--- src/rtl/axis_pkt_pkg.sv ---
// Shared widths, beat layout and FSM encoding for the AXI-Stream packetizer.
package axis_pkt_pkg;

  localparam int unsigned TDATA_WIDTH_DEF = 8;
  localparam int unsigned LEN_WIDTH_DEF   = 8;
  localparam int unsigned CNT_WIDTH_DEF   = 16;

  // One output beat as stored in the skid buffer / downstream FIFO word.
  typedef struct packed {
    logic                       tkeep;
    logic                       tlast;
    logic [TDATA_WIDTH_DEF-1:0] tdata;
  } axis_beat_t;

  typedef enum logic {
    ST_IDLE   = 1'b0,
    ST_IN_PKT = 1'b1
  } pkt_state_e;

endpackage

--- src/rtl/axis_skid_buffer.sv ---
// Two-entry skid buffer: registered output stage plus one overflow entry.
// Ports:
//   aclk, aresetn      clock, async active-low reset
//   s_valid/s_ready    upstream handshake (s_ready registered, = !skid occupied)
//   s_data             upstream word
//   m_valid/m_ready    downstream handshake
//   m_data             downstream word (held while stalled)
module axis_skid_buffer #(
  parameter int unsigned WIDTH = 10
) (
  input  logic             aclk,
  input  logic             aresetn,
  input  logic             s_valid,
  output logic             s_ready,
  input  logic [WIDTH-1:0] s_data,
  output logic             m_valid,
  input  logic             m_ready,
  output logic [WIDTH-1:0] m_data
);

  logic [WIDTH-1:0] skid_data;
  logic             skid_valid;
  logic             in_xfer;
  logic             load_main;

  assign in_xfer   = s_valid & s_ready;
  // Output register may take a new word when empty or being drained this edge.
  assign load_main = ~m_valid | m_ready;

  // Datapath and handshake registers; s_ready never sees m_ready combinationally.
  always_ff @(posedge aclk or negedge aresetn) begin
    if (!aresetn) begin
      m_valid    <= 1'b0;
      m_data     <= '0;
      skid_valid <= 1'b0;
      skid_data  <= '0;
      s_ready    <= 1'b0;
    end else if (load_main) begin
      if (skid_valid) begin
        // s_ready was low, so no input can arrive alongside the skid drain.
        m_data     <= skid_data;
        m_valid    <= 1'b1;
        skid_valid <= 1'b0;
      end else begin
        m_valid <= in_xfer;
        if (in_xfer) begin
          m_data <= s_data;
        end
      end
      s_ready <= 1'b1;
    end else if (in_xfer) begin
      skid_data  <= s_data;
      skid_valid <= 1'b1;
      s_ready    <= 1'b0;
    end else begin
      s_ready <= ~skid_valid;
    end
  end

endmodule

--- src/rtl/axis_packetizer.sv ---
// Splits a tlast-less AXI-Stream into packets of pkt_len_i beats (0 => 1),
// tags the final beat with tlast and counts packets leaving the block.
// Ports:
//   aclk, aresetn                   clock, async active-low reset
//   s_axis_tvalid/tready/tdata      input stream
//   pkt_len_i                       packet length, sampled at packet start
//   m_axis_tvalid/tready/tdata      output stream
//   m_axis_tlast, m_axis_tkeep      packet end marker, constant keep
//   pkt_count_o                     completed output packets (wrapping)
module axis_packetizer
  import axis_pkt_pkg::*;
#(
  parameter int unsigned TDATA_WIDTH = TDATA_WIDTH_DEF,
  parameter int unsigned LEN_WIDTH   = LEN_WIDTH_DEF,
  parameter int unsigned CNT_WIDTH   = CNT_WIDTH_DEF
) (
  input  logic                   aclk,
  input  logic                   aresetn,
  input  logic                   s_axis_tvalid,
  output logic                   s_axis_tready,
  input  logic [TDATA_WIDTH-1:0] s_axis_tdata,
  input  logic [LEN_WIDTH-1:0]   pkt_len_i,
  output logic                   m_axis_tvalid,
  input  logic                   m_axis_tready,
  output logic [TDATA_WIDTH-1:0] m_axis_tdata,
  output logic                   m_axis_tlast,
  output logic                   m_axis_tkeep,
  output logic [CNT_WIDTH-1:0]   pkt_count_o
);

  // Beat word layout matches axis_beat_t: {tkeep, tlast, tdata}.
  localparam int unsigned BEAT_WIDTH = TDATA_WIDTH + 2;

  pkt_state_e            state_q, state_d;
  logic [LEN_WIDTH-1:0]  cnt_q, cnt_d;
  logic [LEN_WIDTH-1:0]  len_q, len_d;
  logic [LEN_WIDTH-1:0]  len_in;
  logic [LEN_WIDTH-1:0]  cnt_inc;
  logic                  beat_last;
  logic                  in_xfer;
  logic [BEAT_WIDTH-1:0] beat_in;
  logic [BEAT_WIDTH-1:0] beat_out;

  assign in_xfer = s_axis_tvalid & s_axis_tready;
  assign len_in  = (pkt_len_i == '0) ? LEN_WIDTH'(1) : pkt_len_i;
  assign cnt_inc = cnt_q + LEN_WIDTH'(1);

  // Beat-count FSM state register.
  always_ff @(posedge aclk or negedge aresetn) begin
    if (!aresetn) begin
      state_q <= ST_IDLE;
      cnt_q   <= '0;
      len_q   <= '0;
    end else begin
      state_q <= state_d;
      cnt_q   <= cnt_d;
      len_q   <= len_d;
    end
  end

  // Next-state and tlast tagging of the beat being accepted.
  always_comb begin
    state_d   = state_q;
    cnt_d     = cnt_q;
    len_d     = len_q;
    beat_last = 1'b0;
    case (state_q)
      ST_IDLE: begin
        if (in_xfer) begin
          if (len_in == LEN_WIDTH'(1)) begin
            beat_last = 1'b1;
          end else begin
            len_d   = len_in;
            cnt_d   = LEN_WIDTH'(1);
            state_d = ST_IN_PKT;
          end
        end
      end
      ST_IN_PKT: begin
        if (in_xfer) begin
          if (cnt_inc == len_q) begin
            beat_last = 1'b1;
            cnt_d     = '0;
            state_d   = ST_IDLE;
          end else begin
            cnt_d = cnt_inc;
          end
        end
      end
      default: begin
        state_d = ST_IDLE;
        cnt_d   = '0;
      end
    endcase
  end

  assign beat_in = {1'b1, beat_last, s_axis_tdata};

  axis_skid_buffer #(
    .WIDTH (BEAT_WIDTH)
  ) u_skid (
    .aclk    (aclk),
    .aresetn (aresetn),
    .s_valid (s_axis_tvalid),
    .s_ready (s_axis_tready),
    .s_data  (beat_in),
    .m_valid (m_axis_tvalid),
    .m_ready (m_axis_tready),
    .m_data  (beat_out)
  );

  assign m_axis_tkeep = beat_out[BEAT_WIDTH-1];
  assign m_axis_tlast = beat_out[TDATA_WIDTH];
  assign m_axis_tdata = beat_out[TDATA_WIDTH-1:0];

  // Completed-packet counter, wraps naturally.
  always_ff @(posedge aclk or negedge aresetn) begin
    if (!aresetn) begin
      pkt_count_o <= '0;
    end else if (m_axis_tvalid && m_axis_tready && m_axis_tlast) begin
      pkt_count_o <= pkt_count_o + CNT_WIDTH'(1);
    end
  end

endmodule

--- config.mk ---
export PLATFORM = sky130hd
export DESIGN_NAME = axis_packetizer
export DESIGN_NICKNAME = d
export VERILOG_FILES = /design/src/rtl/axis_pkt_pkg.sv /design/src/rtl/axis_skid_buffer.sv /design/src/rtl/axis_packetizer.sv
export SDC_FILE = /design/constraint.sdc
export NUM_CORES = 1
export LEC_CHECK = 0
export CORE_ASPECT_RATIO = 0.75
export CORE_MARGIN = 2
export CORE_UTILIZATION = 48
export DETAILED_ROUTE_END_ITERATION = 16
export PLACE_DENSITY = 0.74
export SLEW_MARGIN = 0
export SYNTH_ARGS = -nofsm -noshare
export SYNTH_HDL_FRONTEND = slang
export SYNTH_SLANG_ARGS = --single-unit
--- constraint.sdc ---
create_clock -name aclk -period 2.4 [get_ports aclk]
set_input_delay 0.72 -clock aclk [delete_from_list [all_inputs] [get_ports aclk]]
set_output_delay 0.72 -clock aclk [all_outputs]
set_load 0.1 [all_outputs]
==> flow_summary.toml <==
[worst_setup_path]
endpoint_kind = "register"
crit_fanout = 9
worstSetupStartpointType = "primary input"
criticalPathCategory = "primary input to register"
crit_arrival_ps = 2490
crit_required_ps = 2600

[global_routing]
met1_usage_pct = 25.2
overflow = 0
grt_pass1_wl_um = 7580
antenna_found_initial = 0
grt_use_met3_pct = 3.30
grtUsageTotal_pct = 16.7
grt_max_degree = 57
top_usage_layer = "met1"
grt_pass1_vias = 1642
use_met2_pct = 24.3

[flow_run]
max-cap-violations = 0

[final_layout]
finalNetCount = 308
fill_cells = 426
drive_gt1_share_pct = 28.2
stdcell_count = 362
syn_to_final_growth_pct = 28.9
n_antenna_cell = 0

[clocking]
cts_root_buf = "clkbuf_8"
cts_hold_buffers = 0
clockBufferDepth = 2
cts.sinks = 56
cts_inserted_buffers = 5
clkLatencyLatePin_ps = 310
clk_pin_slew_worst_paths_ps = 100
cts_tree = "built"
h-tree-depth = 2

[sta]
setup-violations-final = 0
hold_viol_final = 0
post-route-period-util_pct = 95.6
slew_violations = 0
max_freq_mhz = 436
period_needed_ps = 2290
finClkSkew_ps = 15.0
worst_pin_slew_ps = 664
relSlewSlack_pct = 55.6
rsz0062_at_grt = "no"

[floorplan]
die_y_um = 67.5
dieArea_um2 = 5990
start_util_pct = 49.0
rows = 23
die_x_um = 88.7
core_um2 = 5270
ios = 48

[synth]
synthTopCellsByArea = "dfrtp_1 (54%), mux2_2 (7.4%), xnor2_1 (5.8%)"
syn_nets = 244
synth_top_area_share_pct = 54.3
synth-edff-count = 0
async_flop_share_pct = 100
synth_cell_types = 40
synth_commonest_cells = "dfrtp_1 (56), mux2_2 (17), xnor2_1 (17)"
yosys.area.top_type = "dfrtp_1"
synth_seq_area_share_pct = 54.3
synthCells = 222
yosysMostFrequentCell = "dfrtp_1"
netlist_area_um2 = 2580
synth-main-ff-cell = "dfrtp_1"
synth_warnings = 0
ys_seq_elements = 56
synth.avg_cell_area_um2 = 11.6

[power_and_ir_drop]
p_leak_nw = 1.49
p_per_area_nw_per_um2 = 1090
p_comb_share_pct = 41.5
seqPwrFrac_pct = 38.4
p_sw_mw = 1.50
pwr-share-clk_pct = 20.1
power_mw = 3.62
swShare_pct = 41.3
peakVddDrop_mv = 0.552
intPower_mw = 2.13

[routing]
wl_per_cell_um = 13.0
vias_per_cell = 4.96
vias = 1794
drt_iter0_markers = 74
dr.pass1.iters = 4
drtAntennaViolNets = 0
drt-total-wl_um = 4690
drc = 0

[status]
status = "complete, no violations"

[placement]
dp_hpwl_um = 3480
port_buffers = 47
dp_cells = 354
gp_congestion = 0.809

[worst_hold_path]
hp-class = "primary input to async pin"
## power by group through the flow
stage | Clock, mW | Combinational (mW) | Sequential (mW)
after CTS | 0.750 | 1.52 | 1.39
after floorplan | 0 | 0.579 | 1.97
final | 0.728 | 1.51 | 1.39
after detailed placement | 0 | 1.51 | 1.41
after global placement | 0 | 1.49 | 1.40
after global routing | 0.786 | 1.61 | 1.43
## per-stage QoR
| step | hold slack [ps] | util, % | cell area [um2] | setup TNS, ps | worst slack [ps] |
|---|---|---|---|---|---|
| finish | 396 | 63.2 | 3330 | 0 | 106 |
| floorplan | 424 | - | 2580 | 0 | 43.6 |
| CTS | 401 | 63.0 | 3320 | 0 | 87.1 |
| global placement | 452 | 60.4 | 3180 | -2290 | -167 |
| global route | 413 | 63.2 | 3330 | 0 | 8.70 |
| detailed placement | 456 | 60.4 | 3180 | -3160 | -232 |
## cell usage in the layout (no fill, tap or decap), drive strengths merged, types with 3 or more instances in the layout
| cell type | synthesis | routed |
|---|---|---|
| a21o | 5 | 5 |
| nand3 | 11 | 11 |
| clkdlybuf4s50 | 0 | 18 |
| nand2 | 14 | 14 |
| nand4 | 3 | 3 |
| and3 | 3 | 3 |
| xnor2 | 17 | 17 |
| mux2i | 8 | 8 |
| inv | 4 | 5 |
| a21oi | 11 | 11 |
| or3 | 5 | 5 |
| and4 | 3 | 3 |
| dfrtp | 56 | 56 |
| o21ai | 6 | 6 |
| nand2b | 3 | 3 |
| nor3 | 4 | 4 |
| nor2 | 16 | 16 |
| mux2 | 17 | 17 |
| buf | 4 | 47 |
| clkbuf | 4 | 5 |
| xor2 | 8 | 8 |
## kinds of logic (layout without fill, tap and decap cells)
kind of cell	Yosys count	count (layout)	synth area share [%]
adders and majority gates	2	2	0.969
muxes	25	25	10.5
xor gates and xnor gates	26	26	9.40
and+or+nand+nor	69	69	14.6
buffers and inverters	12	77	2.18
AOI/OAI and AO/OA	32	32	8.09
DFF	56	56	54.3
## per-layer routing
metal	part of all wire, %	up-vias
li1	-	908
met1	53	848
met2	43	36
met3	4.0	2
met4	0.30	0
met5	0	-
## sequential cells by signal, summed over array words and instances (netlist names)
| signal | flops |
|---|---|
| state_q | 1 |
| u_skid.s_ready | 1 |
| u_skid.m_data | 10 |
| pkt_count_o | 16 |
| u_skid.m_valid | 1 |
| u_skid.skid_valid | 1 |
| cnt_q | 8 |
| len_q | 8 |
| u_skid.skid_data | 10 |
## final cells by class
class                           count  area, um2  share of cell area [%]
Clock buffer                        5       68.8                    2.07
Clock inverter                      3       68.8                    2.07
Inverter                            4       15.0                   0.451
Multi-Input combinational cell    154       1140                    34.1
Sequential cell                    56       1400                    42.2
Tap cell                           75       93.8                    2.82
Timing Repair Buffer               65        543                    16.3
## path summary, 6_finish.rpt
kind	slack, ps	startpoint	endpoint	cells past startpoint
worst min-delay path	400	aresetn	pkt_count_o[14]	2
min in group aclk	480	u_skid.skid_data[9]	u_skid.skid_data[9]	1
worst max register to register	150	cnt_q[1]	cnt_q[4]	8
worst min register to register	480	u_skid.skid_data[9]	u_skid.skid_data[9]	1
max in group asynchronous	1750	aresetn	u_skid.m_valid	2
worst max-delay path	110	pkt_len_i[7]	len_q[0]	6
## worst max-delay path: stages
cell and delay [ps]:
clkdlybuf4s50_1 480, or4_1 160, nor4_4 50, buf_4 130, nor3b_2 550, mux2_2 400
## repair_timing
item                       CTS  global route
setup buffers                0             0
setup endpoints to repair    0             7
gates resized for setup      0             2
Power figures use the tool's default switching activity.
